[src/rtl/cmp_arb_pkg.sv]
// cmp_arb_pkg: shared FSM state type and match-counter limit for compare_arbiter
package cmp_arb_pkg;
  typedef enum logic [1:0] {IDLE, CMP, RESP} cmp_arb_state_t;
  localparam logic [7:0] MATCH_CNT_MAX = 8'd255;
endpackage

[src/rtl/compare_arbiter_comparator.sv]
// Comparator: N-bit equality comparator shared by all requesters
module Comparator #(
  parameter int N = 3
) (
  input  logic [N-1:0] x_i,
  input  logic [N-1:0] y_i,
  output logic         eqo
);
  assign eqo = x_i == y_i;
endmodule

[src/rtl/compare_arbiter.sv]
// compare_arbiter: round-robin sharing of one equality comparator among R requesters
module compare_arbiter
  import cmp_arb_pkg::*;
#(
  parameter  int N   = 3,
  parameter  int R   = 4,
  localparam int IDW = $clog2(R)
) (
  input  logic           clk,
  input  logic           rst_n,
  input  logic [R-1:0]   req_valid,
  input  logic [R*N-1:0] req_x,
  input  logic [R*N-1:0] req_y,
  output logic [R-1:0]   req_ready,
  output logic           rsp_valid,
  input  logic           rsp_ready,
  output logic [IDW-1:0] rsp_id,
  output logic           rsp_eq,
  output logic [7:0]     match_cnt,
  output logic           busy
);
  cmp_arb_state_t state_q, state_d;
  logic [N-1:0]   op_x_q, op_y_q;
  logic [IDW-1:0] id_q, rsp_id_q, win;
  logic [7:0]     match_cnt_q;
  logic           rsp_eq_q, eqo, accept;
  // id_q doubles as last_grant: it holds the most recently accepted requester
  function automatic logic [IDW-1:0] rr_pick(input logic [R-1:0] v, input logic [IDW-1:0] last);
    logic [IDW-1:0] w;
    w = last;
    for (int k = R; k >= 1; k--)
      if (v[(int'(last) + k) % R]) w = IDW'((int'(last) + k) % R);
    return w;
  endfunction
  always_comb begin
    state_d   = state_q;
    req_ready = '0;
    win       = rr_pick(req_valid, id_q);
    accept    = state_q == IDLE && |req_valid;
    if (accept) begin
      req_ready[win] = 1'b1;
      state_d        = CMP;
    end else if (state_q == CMP) state_d = RESP;
    else if (state_q == RESP && rsp_ready) state_d = IDLE;
  end
  always_ff @(posedge clk or negedge rst_n)
    if (!rst_n) state_q <= IDLE;
    else state_q <= state_d;
  always_ff @(posedge clk or negedge rst_n)
    if (!rst_n) begin
      op_x_q      <= '0;
      op_y_q      <= '0;
      id_q        <= IDW'(R - 1);
      rsp_id_q    <= '0;
      rsp_eq_q    <= 1'b0;
      match_cnt_q <= '0;
    end else begin
      if (accept) begin
        op_x_q <= req_x[int'(win)*N +: N];
        op_y_q <= req_y[int'(win)*N +: N];
        id_q   <= win;
      end
      if (state_q == CMP) begin
        rsp_eq_q <= eqo;
        rsp_id_q <= id_q;
      end
      if (state_q == RESP && rsp_ready && rsp_eq_q && match_cnt_q != MATCH_CNT_MAX)
        match_cnt_q <= match_cnt_q + 8'd1;
    end
  Comparator #(.N(N)) u_cmp (.x_i(op_x_q), .y_i(op_y_q), .eqo(eqo));
  assign rsp_valid = state_q == RESP;
  assign rsp_id    = rsp_id_q;
  assign rsp_eq    = rsp_eq_q;
  assign match_cnt = match_cnt_q;
  assign busy      = state_q != IDLE;
endmodule

[config.mk]
export PLATFORM = sky130hd
export DESIGN_NAME = compare_arbiter
export DESIGN_NICKNAME = d
export VERILOG_FILES = /design/src/rtl/cmp_arb_pkg.sv /design/src/rtl/compare_arbiter_comparator.sv /design/src/rtl/compare_arbiter.sv
export SDC_FILE = /design/constraint.sdc
export NUM_CORES = 1
export LEC_CHECK = 0
export ABC_AREA = 1
export BUFFER_PORTS_ARGS = -buffer_cell sky130_fd_sc_hd__clkbuf_2
export CORE_MARGIN = 2
export CORE_UTILIZATION = 35
export CTS_CLUSTER_DIAMETER = 100
export DETAILED_ROUTE_END_ITERATION = 10
export PLACE_DENSITY = 0.72
export SLEW_MARGIN = 20
export SYNTH_ARGS = -nofsm -noshare
export SYNTH_HDL_FRONTEND = slang
export SYNTH_HIERARCHICAL = 1
export SYNTH_SLANG_ARGS = --single-unit
[constraint.sdc]
create_clock -name clk -period 2 [get_ports clk]
set_clock_uncertainty 0.2 [all_clocks]
set_input_delay 0.1 -clock clk [delete_from_list [all_inputs] [get_ports clk]]
set_output_delay 0.1 -clock clk [all_outputs]
set_load 0.05 [all_outputs]
==> out/results.txt, run 1 <==
pin count of the biggest net entering global routing -> 22
worst min path class -> in2reg
initial antenna violation count -> 0
RSZ-0062 raised after global routing -> yes
CTS root buf -> clkbuf_8
clk buf depth -> 2
gr usage total -> 15.83%
CTS Buf Count -> 3
Starting Density -> 36.52%
Synth Area in Compound Gates -> 4.847%
CP Class -> reg2out
# IOs -> 48
yosys warns -> 6
layout cells sized above 1 -> 42.61%
GR Overflow Total -> 0
post-layout worst setup margin -> -0.2495 ns
initial drt markers -> 36
vias in the first global route -> 1394
slew margin rel. -> 64.53%
final wirelength -> 3.651 mm
latest clock arrival within the worst-skew pair -> 0.26 ns
placed cell areas -> 1968 um2
dpl hpwl -> 2.548 mm
Final period util -> 112.5%
Final Hold Vio Count -> 0
mux share of post-synthesis cell area -> 1.531%
CORE AREA -> 4029 um2
Row Count -> 23
Fmax -> 0.4445 GHz
IR drop worst, VDD -> 217.0 uV
Worst Setup End Kind -> primary output
Buffers on Ports -> 47
commonest non-fill, non-tap cell in the layout -> nand2_1
Worst Path Arrival -> 1.95 ns
pwr dens -> 461.9 nW/um2
post-synthesis instance area -> 1471 um2
P&R area growth vs syn -> 51.96%
Synth Area in XOR/XNOR -> 4.762%
Die W -> 68.84 um
Hold Path Depth -> 7
CTS tree -> yes
die area -> 4739 um2
Synth Area in Adders -> 0.8503%
clk slew on worst S/H paths -> 0.08 ns
H-Tree Depth -> 1
Final Max Slew Viols -> 0
ranking of synthesized cells by area -> dfrtp_1 32%, nand2_1 18%, nand3_1 11%, inv_1 8.4%, nand2_2 3.8%
CP required -> 1.70 ns
1st-pass router iterations -> 4
status -> finished, violations left
most frequent cells in the layout -> 58 x nand2_1, 43 x clkbuf_2, 33 x inv_1
synthesized flop and latch total -> 21
die height -> 68.84 um
post-synth top area cell -> dfrtp_1
# diodes -> 0
Avg Inst Size Synth -> 6.974 um2
residual DRC count -> 0
post-route ant nets -> 0
Max-Cap Viols -> 0
Vias/cell -> 4.479
post-synthesis simple-gate area fraction -> 39.71%
Pwr Total -> 1033 uW
fin area -> 2236 um2
final setup vio count -> 10
CTS sink cnt -> 21
DR vias -> 1496
CP max FO -> 9
final RePlAce weighted congestion -> 0.9171
failing checks -> negative setup slack
first-pass GRT wire length -> 5.706 mm
sequential fraction of the synthesis area -> 35.88%
top cell type's share of synthesized area -> 32.31%
worst-margin pin slew -> 0.5320 ns
Startpoint Class -> register
Syn Inst Count -> 211
synth unique cells -> 27
Nets -> 317
Static Leak -> 0.001274 uW
main combinational cell family by area after synthesis -> simple AND/OR/NAND/NOR gates
Avg WL per Cell -> 10.93 um
Tmin final -> 2.250 ns
R2R depth -> 16
net count after synthesis -> 243
[where the power goes]
group          total (uW)  switching, uW  internal, uW
clock network         276            134           142
logic                 316            164           152
registers             441           6.92           434
[timing repair]
item,4_1_cts,5_1_grt
buffers inserted,5,3
gates cloned,0,2
endpoints found under the hold margin,22,0
pin swaps,7,8
hold buffers,2,0
gates resized for setup,13,25
setup endpoints to repair,10,10
[final cells by class]
type                            count  area [um2]
Clock buffer                        4       45.04
Inverter                           38       150.1
Timing Repair Buffer               73       545.5
Fill cell                         388        1793
Sequential cell                    21       528.0
Multi-Input combinational cell    148       904.6
Tap cell                           50       62.56
[per-layer routing]
metal / track usage [%] / share of wire (%) / routed length, um
met1: 19.78 / 43 / 1556
met2: 28.49 / 52 / 1890
met3: 1.948 / 4.6 / 169
met4: 4.412 / 0.93 / 34
met5: 0 / 0 / 0
[kinds of logic (layout without fill, tap and decap cells)]
| group | after synthesis | count (layout) |
|---|---|---|
| AOI/OAI and AO/OA | 10 | 10 |
| and+or+nand+nor | 127 | 127 |
| DFF | 21 | 21 |
| adders and majority gates | 1 | 1 |
| buffers and inverters | 42 | 115 |
| xor gates and xnor gates | 8 | 8 |
| muxes | 2 | 2 |
[cell usage after synthesis]
master and instances:
o21ai_1 1, and3_1 2, a21boi_4 1, dfrtp_1 19, nor2_2 1, clkinv_1 1
nor2_1 10, nand3_1 31, inv_1 33, dfstp_2 2, mux2_2 2, nand2_2 9
inv_2 3, buf_4 1, nand2_4 3, nand3_4 1, nand4_1 1, xnor2_1 4
ha_1 1, inv_6 1, buf_6 2, nand2_1 69, a21oi_1 1, xor2_1 4
o21ai_0 6, a31oi_2 1, buf_2 1
[stage by stage]
| step | util [%] | setup TNS, ns | setup slack [ns] | instances | hold WS, ns |
|---|---|---|---|---|---|
| CTS | 52.58 | -1.894 | -0.2419 | 329 | 0.03147 |
| global placement | 48.85 | -0.06770 | -0.02407 | 318 | -0.1033 |
| finish | 55.50 | -2.117 | -0.2495 | 334 | 0.03626 |
| global route | 55.50 | -3.251 | -0.3446 | 334 | 0.08128 |
| floorplan | - | -0.01549 | -0.009742 | 211 | -0.3956 |
| detailed placement | 48.85 | -0.4282 | -0.06115 | 318 | -0.1013 |
[worst max-delay path: stages, from the launching register on]
cell and delay, ns:
dfstp_2 0.61, buf_6 0.14, nand2_1 0.06, nand2_2 0.08, nand2_2 0.07, and3_4 0.19
nand2_2 0.07, nand2_2 0.06, buf_12 0.14, nor2_4 0.12, buf_12 0.14
[state kept, by name, indices dropped and copies added, names as in the netlist]
signal     cells
match_cnt      8
op_x_q         3
op_y_q         3
id_q           2
rsp_id         2
state_q        2
rsp_eq         1
[worst paths after layout]
kind / startpoint / end / slack (ns)
worst max-delay path: id_q[0]$_DFFE_PN1P_ / req_ready[3] / -0.25
worst min-delay path: req_x[5] / op_x_q[2]$_DFFE_PN0P_ / 0.04
worst max register to register: id_q[0]$_DFFE_PN1P_ / op_y_q[1]$_DFFE_PN0P_ / -0.21
worst min register to register: rsp_id[0]$_DFFE_PN0P_ / rsp_id[0]$_DFFE_PN0P_ / 0.29
max in group asynchronous: rst_n / id_q[0]$_DFFE_PN1P_ / 1.09
min in group asynchronous: rst_n / match_cnt[6]$_DFFE_PN0P_ / 0.14
Power figures use the tool's default switching activity.
==> run 2, diff against run 1 <==
--- a/config.mk
+++ b/config.mk
@@ -7,11 +7,12 @@
 export LEC_CHECK = 0
 export ABC_AREA = 1
 export BUFFER_PORTS_ARGS = -buffer_cell sky130_fd_sc_hd__clkbuf_2
+export CAP_MARGIN = 20
 export CORE_MARGIN = 2
-export CORE_UTILIZATION = 35
+export CORE_UTILIZATION = 54
 export CTS_CLUSTER_DIAMETER = 100
 export DETAILED_ROUTE_END_ITERATION = 10
-export PLACE_DENSITY = 0.72
+export PLACE_DENSITY = 0.95
 export SLEW_MARGIN = 20
 export SYNTH_ARGS = -nofsm -noshare
 export SYNTH_HDL_FRONTEND = slang
==> constraint.sdc (replaced) <==
create_clock -name clk -period 2.7 [get_ports clk]
set_clock_uncertainty 0.2 [all_clocks]
set_input_delay 0.135 -clock clk [delete_from_list [all_inputs] [get_ports clk]]
set_output_delay 0.135 -clock clk [all_outputs]
set_load 0.05 [all_outputs]
==> run 2 against run 1 <==
  * Flip-flop and latch count did not move
  * Utilization rose by 16 points
  * Non-clock buffer count fell by 22
  * Global-route usage rose by 3.0 points
  * Critical endpoint unchanged
  * Clock power fell by 44%
  * Largest power group unchanged
  * The flow now finishes without violations
==> out/results.txt, run 2 (synthesis gave the netlist of run 1 again) <==
clk slew on worst S/H paths -> 0.12 ns (+0.04 ns)
initial drt markers -> 31 (-14%)
routed length on met3 -> 182 um (+7.7%)
latest clock arrival within the worst-skew pair -> 0.31 ns (+0.05 ns)
Hold Path Depth -> 7 (unchanged)
placed cell areas -> 1709 um2 (-13%)
dpl hpwl -> 2.312 mm (-9.3%)
CP max FO -> 14 (+5)
commonest non-fill, non-tap cell in the layout -> nand2_1
1st-pass router iterations -> 4 (unchanged)
Final Hold Vio Count -> 0 (unchanged)
CTS tree -> yes
worst-margin pin slew -> 0.5083 ns (-0.02368 ns)
pwr dens -> 355.2 nW/um2 (-23%)
DR vias -> 1422 (-4.9%)
layout cells sized above 1 -> 29.77% (-13 points)
Seq. cell area -> 528.0 um2 (unchanged)
IR drop worst, VDD -> 313.6 uV (+45%)
Static Leak -> 0.001100 uW (-14%)
filler instances -> 201 (-48%)
Nets -> 295 (-6.9%)
Buffers on Ports -> 47 (unchanged)
CP Class -> reg2out
reg2reg start -> id_q[0]$_DFFE_PN1P_
Vias/cell -> 4.870 (+8.7%)
Die W -> 56.20 um (-18%)
most frequent cells in the layout -> 68 x nand2_1, 44 x clkbuf_2, 33 x inv_1
residual DRC count -> 0 (unchanged)
CTS sink cnt -> 21 (unchanged)
Final period util -> 94.84%
max reg flops -> 8 (unchanged)
Worst Path Arrival -> 2.23 ns (+0.28 ns)
Starting Density -> 58.33% (+22 points)
final wirelength -> 2.969 mm (-19%)
Worst Setup End Kind -> primary output
initial antenna violation count -> 0 (unchanged)
top sig layer -> met4
slew margin rel. -> 66.01% (+1.5 points)
hold slack -> 0.002961 ns (-0.03330 ns)
clk buf depth -> 2 (unchanged)
# IOs -> 48 (unchanged)
fin area -> 1794 um2 (-20%)
Tmin final -> 2.561 ns
final RePlAce weighted congestion -> 0.7753 (-15%)
gr usage total -> 18.79% (+3.0 points)
H-Tree Depth -> 1 (unchanged)
CTS Buf Count -> 3 (unchanged)
vias in the first global route -> 1206 (-13%)
r2r setup slk -> 0.57 ns (+0.78 ns)
met2 WL post-DR -> 1.400 mm (-26%)
R2R depth -> 13 (-3)
pin count of the biggest net entering global routing -> 22 (unchanged)
hold path endpoint -> op_x_q[1]$_DFFE_PN0P_
first-pass GRT wire length -> 4.809 mm (-16%)
GR Overflow Total -> 0 (unchanged)
area of the multi-input gates -> 772.0 um2 (-15%)
P&R area growth vs syn -> 21.94%
Startpoint Class -> register
Avg WL per Cell -> 10.17 um (-7.0%)
Max-Cap Viols -> 0 (unchanged)
Row Count -> 18 (-22%)
CORE AREA -> 2522 um2 (-37%)
CP required -> 2.37 ns (+0.67 ns)
WL met1 -> 1.359 mm (-13%)
reg2reg end -> op_x_q[0]$_DFFE_PN0P_
die area -> 3158 um2 (-33%)
die height -> 56.20 um (-18%)
Final Max Slew Viols -> 0 (unchanged)
status -> finished clean
Fmax -> 0.3905 GHz
# diodes -> 0 (unchanged)
hold path start -> req_x[4]
worst min path class -> in2reg
post-route ant nets -> 0 (unchanged)
final setup vio count -> 0 (-10)
CTS root buf -> clkbuf_4
## run 2: changes by cell type in the layout (fill, tap and decap cells not counted), sizes merged
cell / change
clkbuf: +1
buf: -24
clkinv: +1
## run 2: critical path, cell delays in order (launching register included)
cell and delay, ns:
dfstp_2 0.63, buf_4 0.17, nand2_1 0.06, nand2_2 0.09
nand2_2 0.09, nand2_2 0.08, inv_2 0.05, nand2_2 0.07
nand2_4 0.12, nand2_8 0.13, nand2_1 0.09, nor2_1 0.16
buf_6 0.18
## run 2: worst max path at each step
| stage | startpoint | to | slack (ns) | cells after the start |
|---|---|---|---|---|
| 3_3_place_gp | id_q[0]$_DFFE_PN1P_ | req_ready[3] | 0.47 | 11 |
| 6_report | id_q[0]$_DFFE_PN1P_ | req_ready[3] | 0.14 | 12 |
| 5_1_grt | id_q[0]$_DFFE_PN1P_ | req_ready[3] | -0.02 | 12 |
| 4_1_cts | id_q[0]$_DFFE_PN1P_ | req_ready[3] | 0.06 | 11 |
| 2_1_floorplan | id_q[0]$_DFFE_PN1P_ | req_ready[0] | 0.30 | 10 |
| 3_5_place_dp | id_q[0]$_DFFE_PN1P_ | req_ready[3] | 0.42 | 11 |
## run 2: repair_timing
action / 4_1_cts / 5_1_grt
setup buffers: 0 / 2
endpoints found under the setup margin: 0 / 3
hold buffers: 2 / 0
resized for setup: 0 / 13
hold endpoints to repair: 22 / 0
## run 2: report_power, final
group          switching (uW)  leakage, uW  total (uW)  internal [uW]
clock                    98.4    0.0000177         154           55.3
combinational            94.6     0.000819         157           62.4
sequential               5.30     0.000263         327            321
total                     198      0.00110         637            439
## run 2: cell type report
type / instances / share of cell area [%]
multi-input combinational: 148 / 43.03
clock buffer: 3 / 1.255
timing repair buffer: 51 / 15.69
tap: 30 / 2.092
clock inverter: 1 / 0.2789
inverter: 38 / 8.229
sequential: 21 / 29.43
## run 2: metal layers
metal  track usage, %  up-vias
met5                0        -
met4            5.782        0
met3            3.721        4
met2            32.94       49
met1            23.04      621
li1                 -      748
## run 2: stage by stage
| stage | utilization (%) | setup WS (ns) | std cells | power, uW | TNS [ns] |
|---|---|---|---|---|---|
| 2_1_floorplan | - | 0.2984 | 211 | 443.7 | 0 |
| 3_3_place_gp | 67.76 | 0.4715 | 284 | 477.3 | 0 |
| 3_5_place_dp | 67.76 | 0.4198 | 284 | 481.9 | 0 |
| 4_1_cts | 69.64 | 0.06021 | 290 | 631.4 | 0 |
| 5_1_grt | 71.13 | -0.01741 | 292 | 675.4 | -0.01741 |
| 6_report | 71.13 | 0.1392 | 292 | 637.3 | 0 |
==> run 3, diff against run 2 <==
--- a/config.mk
+++ b/config.mk
@@ -9,10 +9,10 @@
 export BUFFER_PORTS_ARGS = -buffer_cell sky130_fd_sc_hd__clkbuf_2
 export CAP_MARGIN = 20
 export CORE_MARGIN = 2
-export CORE_UTILIZATION = 54
+export CORE_UTILIZATION = 50
 export CTS_CLUSTER_DIAMETER = 100
 export DETAILED_ROUTE_END_ITERATION = 10
-export PLACE_DENSITY = 0.95
+export PLACE_DENSITY = 0.9
 export SLEW_MARGIN = 20
 export SYNTH_ARGS = -nofsm -noshare
 export SYNTH_HDL_FRONTEND = slang
==> constraint.sdc (replaced) <==
create_clock -name clk -period 2.6 [get_ports clk]
set_clock_uncertainty 0.2 [all_clocks]
set_input_delay 0.39 -clock clk [delete_from_list [all_inputs] [get_ports clk]]
set_output_delay 0.39 -clock clk [all_outputs]
set_load 0.05 [all_outputs]
==> run 3 against run 2 <==
  * The run now ends with negative setup slack left
  * Non-clock buffer count grew 11
  * Die area increased by 7.4%
  * Register-to-register slack got worse by 0.24 ns
  * Routed wire length increased by 39%
  * Sequential power is 4% higher
  * First-iteration DRC count increased to 3.0 times the previous value
  * Cell count up 4.1%
  * Flip-flop and latch count unchanged
  * Critical path type unchanged
  * Largest cell class unchanged
==> out/results.txt, run 3 (synthesis gave the netlist of run 1 again) <==
Vias/cell -> 5.260 (+8.0%)
combinational power share -> 30.2% (+5.6 points)
Row Count -> 19 (+1)
Max-Cap Viols -> 0 (unchanged)
Avg WL per Cell -> 13.53 um (+33%)
1st-pass router iterations -> 5 (+1)
final setup vio count -> 4 (+4)
IR drop worst, VDD -> 272.6 uV (-13%)
GR Overflow Total -> 0 (unchanged)
CP Depth -> 11 (-1)
initial antenna violation count -> 0 (unchanged)
pwr dens -> 355.8 nW/um2 (+0.16%)
CP max FO -> 4 (-10)
CTS sink cnt -> 21 (unchanged)
hold slack -> 0.07624 ns (+0.07328 ns)
placed cell count -> 288 (+1.4%)
CTS root buf -> clkbuf_4
Die W -> 58.25 um (+3.6%)
Top Family by Delay on Critical Path -> simple AND/OR/NAND/NOR gates
worst path bufs/invs -> 3 (unchanged)
Critical Path, Cell by Cell -> buf_4 > nand2_1 > o21ai_2 > nand2_2 > nand2_2 > nand2_4 > nand3_4 > buf_6 > nand3_4 > nor2_4 > buf_8
Sw Pwr -> 235.1 uW (+19%)
max reg flops -> 8 (unchanged)
Final Max Slew Viols -> 0 (unchanged)
CTS tree -> yes
CP Class -> reg2out
initial drt markers -> 93 (+200%)
slew margin rel. -> 65.05% (-0.96 points)
final RePlAce weighted congestion -> 0.8775 (+13%)
pin count of the biggest net entering global routing -> 22 (unchanged)
CP required -> 2.01 ns (-0.36 ns)
Worst Setup End Kind -> primary output
Final Hold Vio Count -> 0 (unchanged)
Starting Density -> 52.90% (-5.4 points)
die height -> 58.25 um (+3.6%)
# IOs -> 48 (unchanged)
Net Sw Frac -> 32.88% (+1.8 points)
latest clock arrival within the worst-skew pair -> 0.31 ns (about the same)
Slowest-stage cell, CP -> dfstp_2
Final period util -> 104.0%
layout cells sized above 1 -> 37.36% (+7.6 points)
worst-margin pin slew -> 0.5243 ns (+0.01600 ns)
Tmin final -> 2.703 ns
most frequent cells in the layout -> 63 x nand2_1, 43 x clkbuf_2, 33 x inv_1
post-route ant nets -> 0 (unchanged)
CP peak stage delay -> 0.59 ns (-0.04 ns)
clk slew on worst S/H paths -> 0.13 ns (about the same)
Startpoint Class -> register
power share of the sequential group -> 47.4% (-3.9 points)
residual DRC count -> 0 (unchanged)
P&R area growth vs syn -> 36.56%
dpl hpwl -> 2.321 mm (+0.42%)
Final Non-Filler Cells -> 304 (+4.1%)
CTS Buf Count -> 3 (unchanged)
status -> finished, violations left
DR vias -> 1599 (+12%)
Worst Path Arrival -> 2.11 ns (-0.12 ns)
Static Leak -> 0.001178 uW (+7.1%)
final wirelength -> 4.114 mm (+39%)
Fmax -> 0.3699 GHz
Buffers on Ports -> 47 (unchanged)
commonest non-fill, non-tap cell in the layout -> nand2_1
Nets -> 306 (+3.7%)
post-layout worst setup margin -> -0.1033 ns (-0.2426 ns)
gr usage total -> 21.42% (+2.6 points)
failing checks -> negative setup slack
die area -> 3392 um2 (+7.4%)
# diodes -> 0 (unchanged)
Setup TNS -> -0.3562 ns (-0.3562 ns)
clk buf depth -> 2 (unchanged)
first-pass GRT wire length -> 5.630 mm (+17%)
vias in the first global route -> 1361 (+13%)
filler instances -> 196 (-2.5%)
H-Tree Depth -> 1 (unchanged)
RSZ-0062 raised after global routing -> yes
Hold Path Depth -> 2 (-5)
CORE AREA -> 2781 um2 (+10%)
worst min path class -> in2reg
power share of the clock group -> 22.4% (-1.7 points)
Int Pwr -> 479.8 uW (+9.3%)
R2R depth -> 12 (-1)
## run 3: power groups by stage
stage | logic, uW | registers (uW) | clock network [uW]
floorplan | 118 | 344 | 0
global placement | 154 | 346 | 0
detailed placement | 157 | 346 | 0
CTS | 184 | 339 | 164
global route | 235 | 340 | 174
finish | 216 | 339 | 160
## run 3: final cells by class
class	instances	area (um2)	area share [%]
Clock buffer	4	26.28	1.308
Inverter	38	150.1	7.472
Multi-Input combinational cell	148	868.3	43.21
Sequential cell	21	528.0	26.28
Tap cell	31	38.79	1.930
Timing Repair Buffer	62	397.9	19.80
## run 3: what timing repair did
item / in CTS / in global routing
resized for setup: 17 / 23
endpoints found under the hold margin: 19 / 0
setup buffers: 9 / 2
endpoints found under the setup margin: 4 / 4
pin swaps: 8 / 12
hold buffers: 1 / 0
## run 3: worst paths after layout
check                                           start                       end  slack, ns
max in group asynchronous                       rst_n     op_x_q[0]$_DFFE_PN0P_       1.46
worst max register to register    id_q[0]$_DFFE_PN1P_     op_x_q[2]$_DFFE_PN0P_       0.33
min in group asynchronous                       rst_n  match_cnt[7]$_DFFE_PN0P_       0.37
worst min register to register  rsp_id[1]$_DFFE_PN0P_     rsp_id[1]$_DFFE_PN0P_       0.31
worst max-delay path              id_q[0]$_DFFE_PN1P_              req_ready[0]      -0.10
worst min-delay path                        rsp_ready    state_q[1]$_DFFE_PN0P_       0.08
## run 3: metal layers
metal	GRT usage, %	vias up	share of wire [%]
li1	-	772	-
met1	26.76	700	38
met2	37.99	108	49
met3	3.125	19	10
met4	6.645	0	2.6
met5	0	-	0
## run 3: through the flow
step | utilization (%) | area, um2 | setup WS, ns | power, uW
2_1_floorplan | - | 1476 | -0.05660 | 461.5
3_3_place_gp | 62.48 | 1738 | 0.1607 | 499.9
3_5_place_dp | 62.48 | 1738 | 0.1087 | 502.8
4_1_cts | 68.74 | 1912 | 0.007109 | 686.1
5_1_grt | 72.24 | 2009 | -0.1673 | 749.1
6_report | 72.24 | 2009 | -0.1033 | 714.9
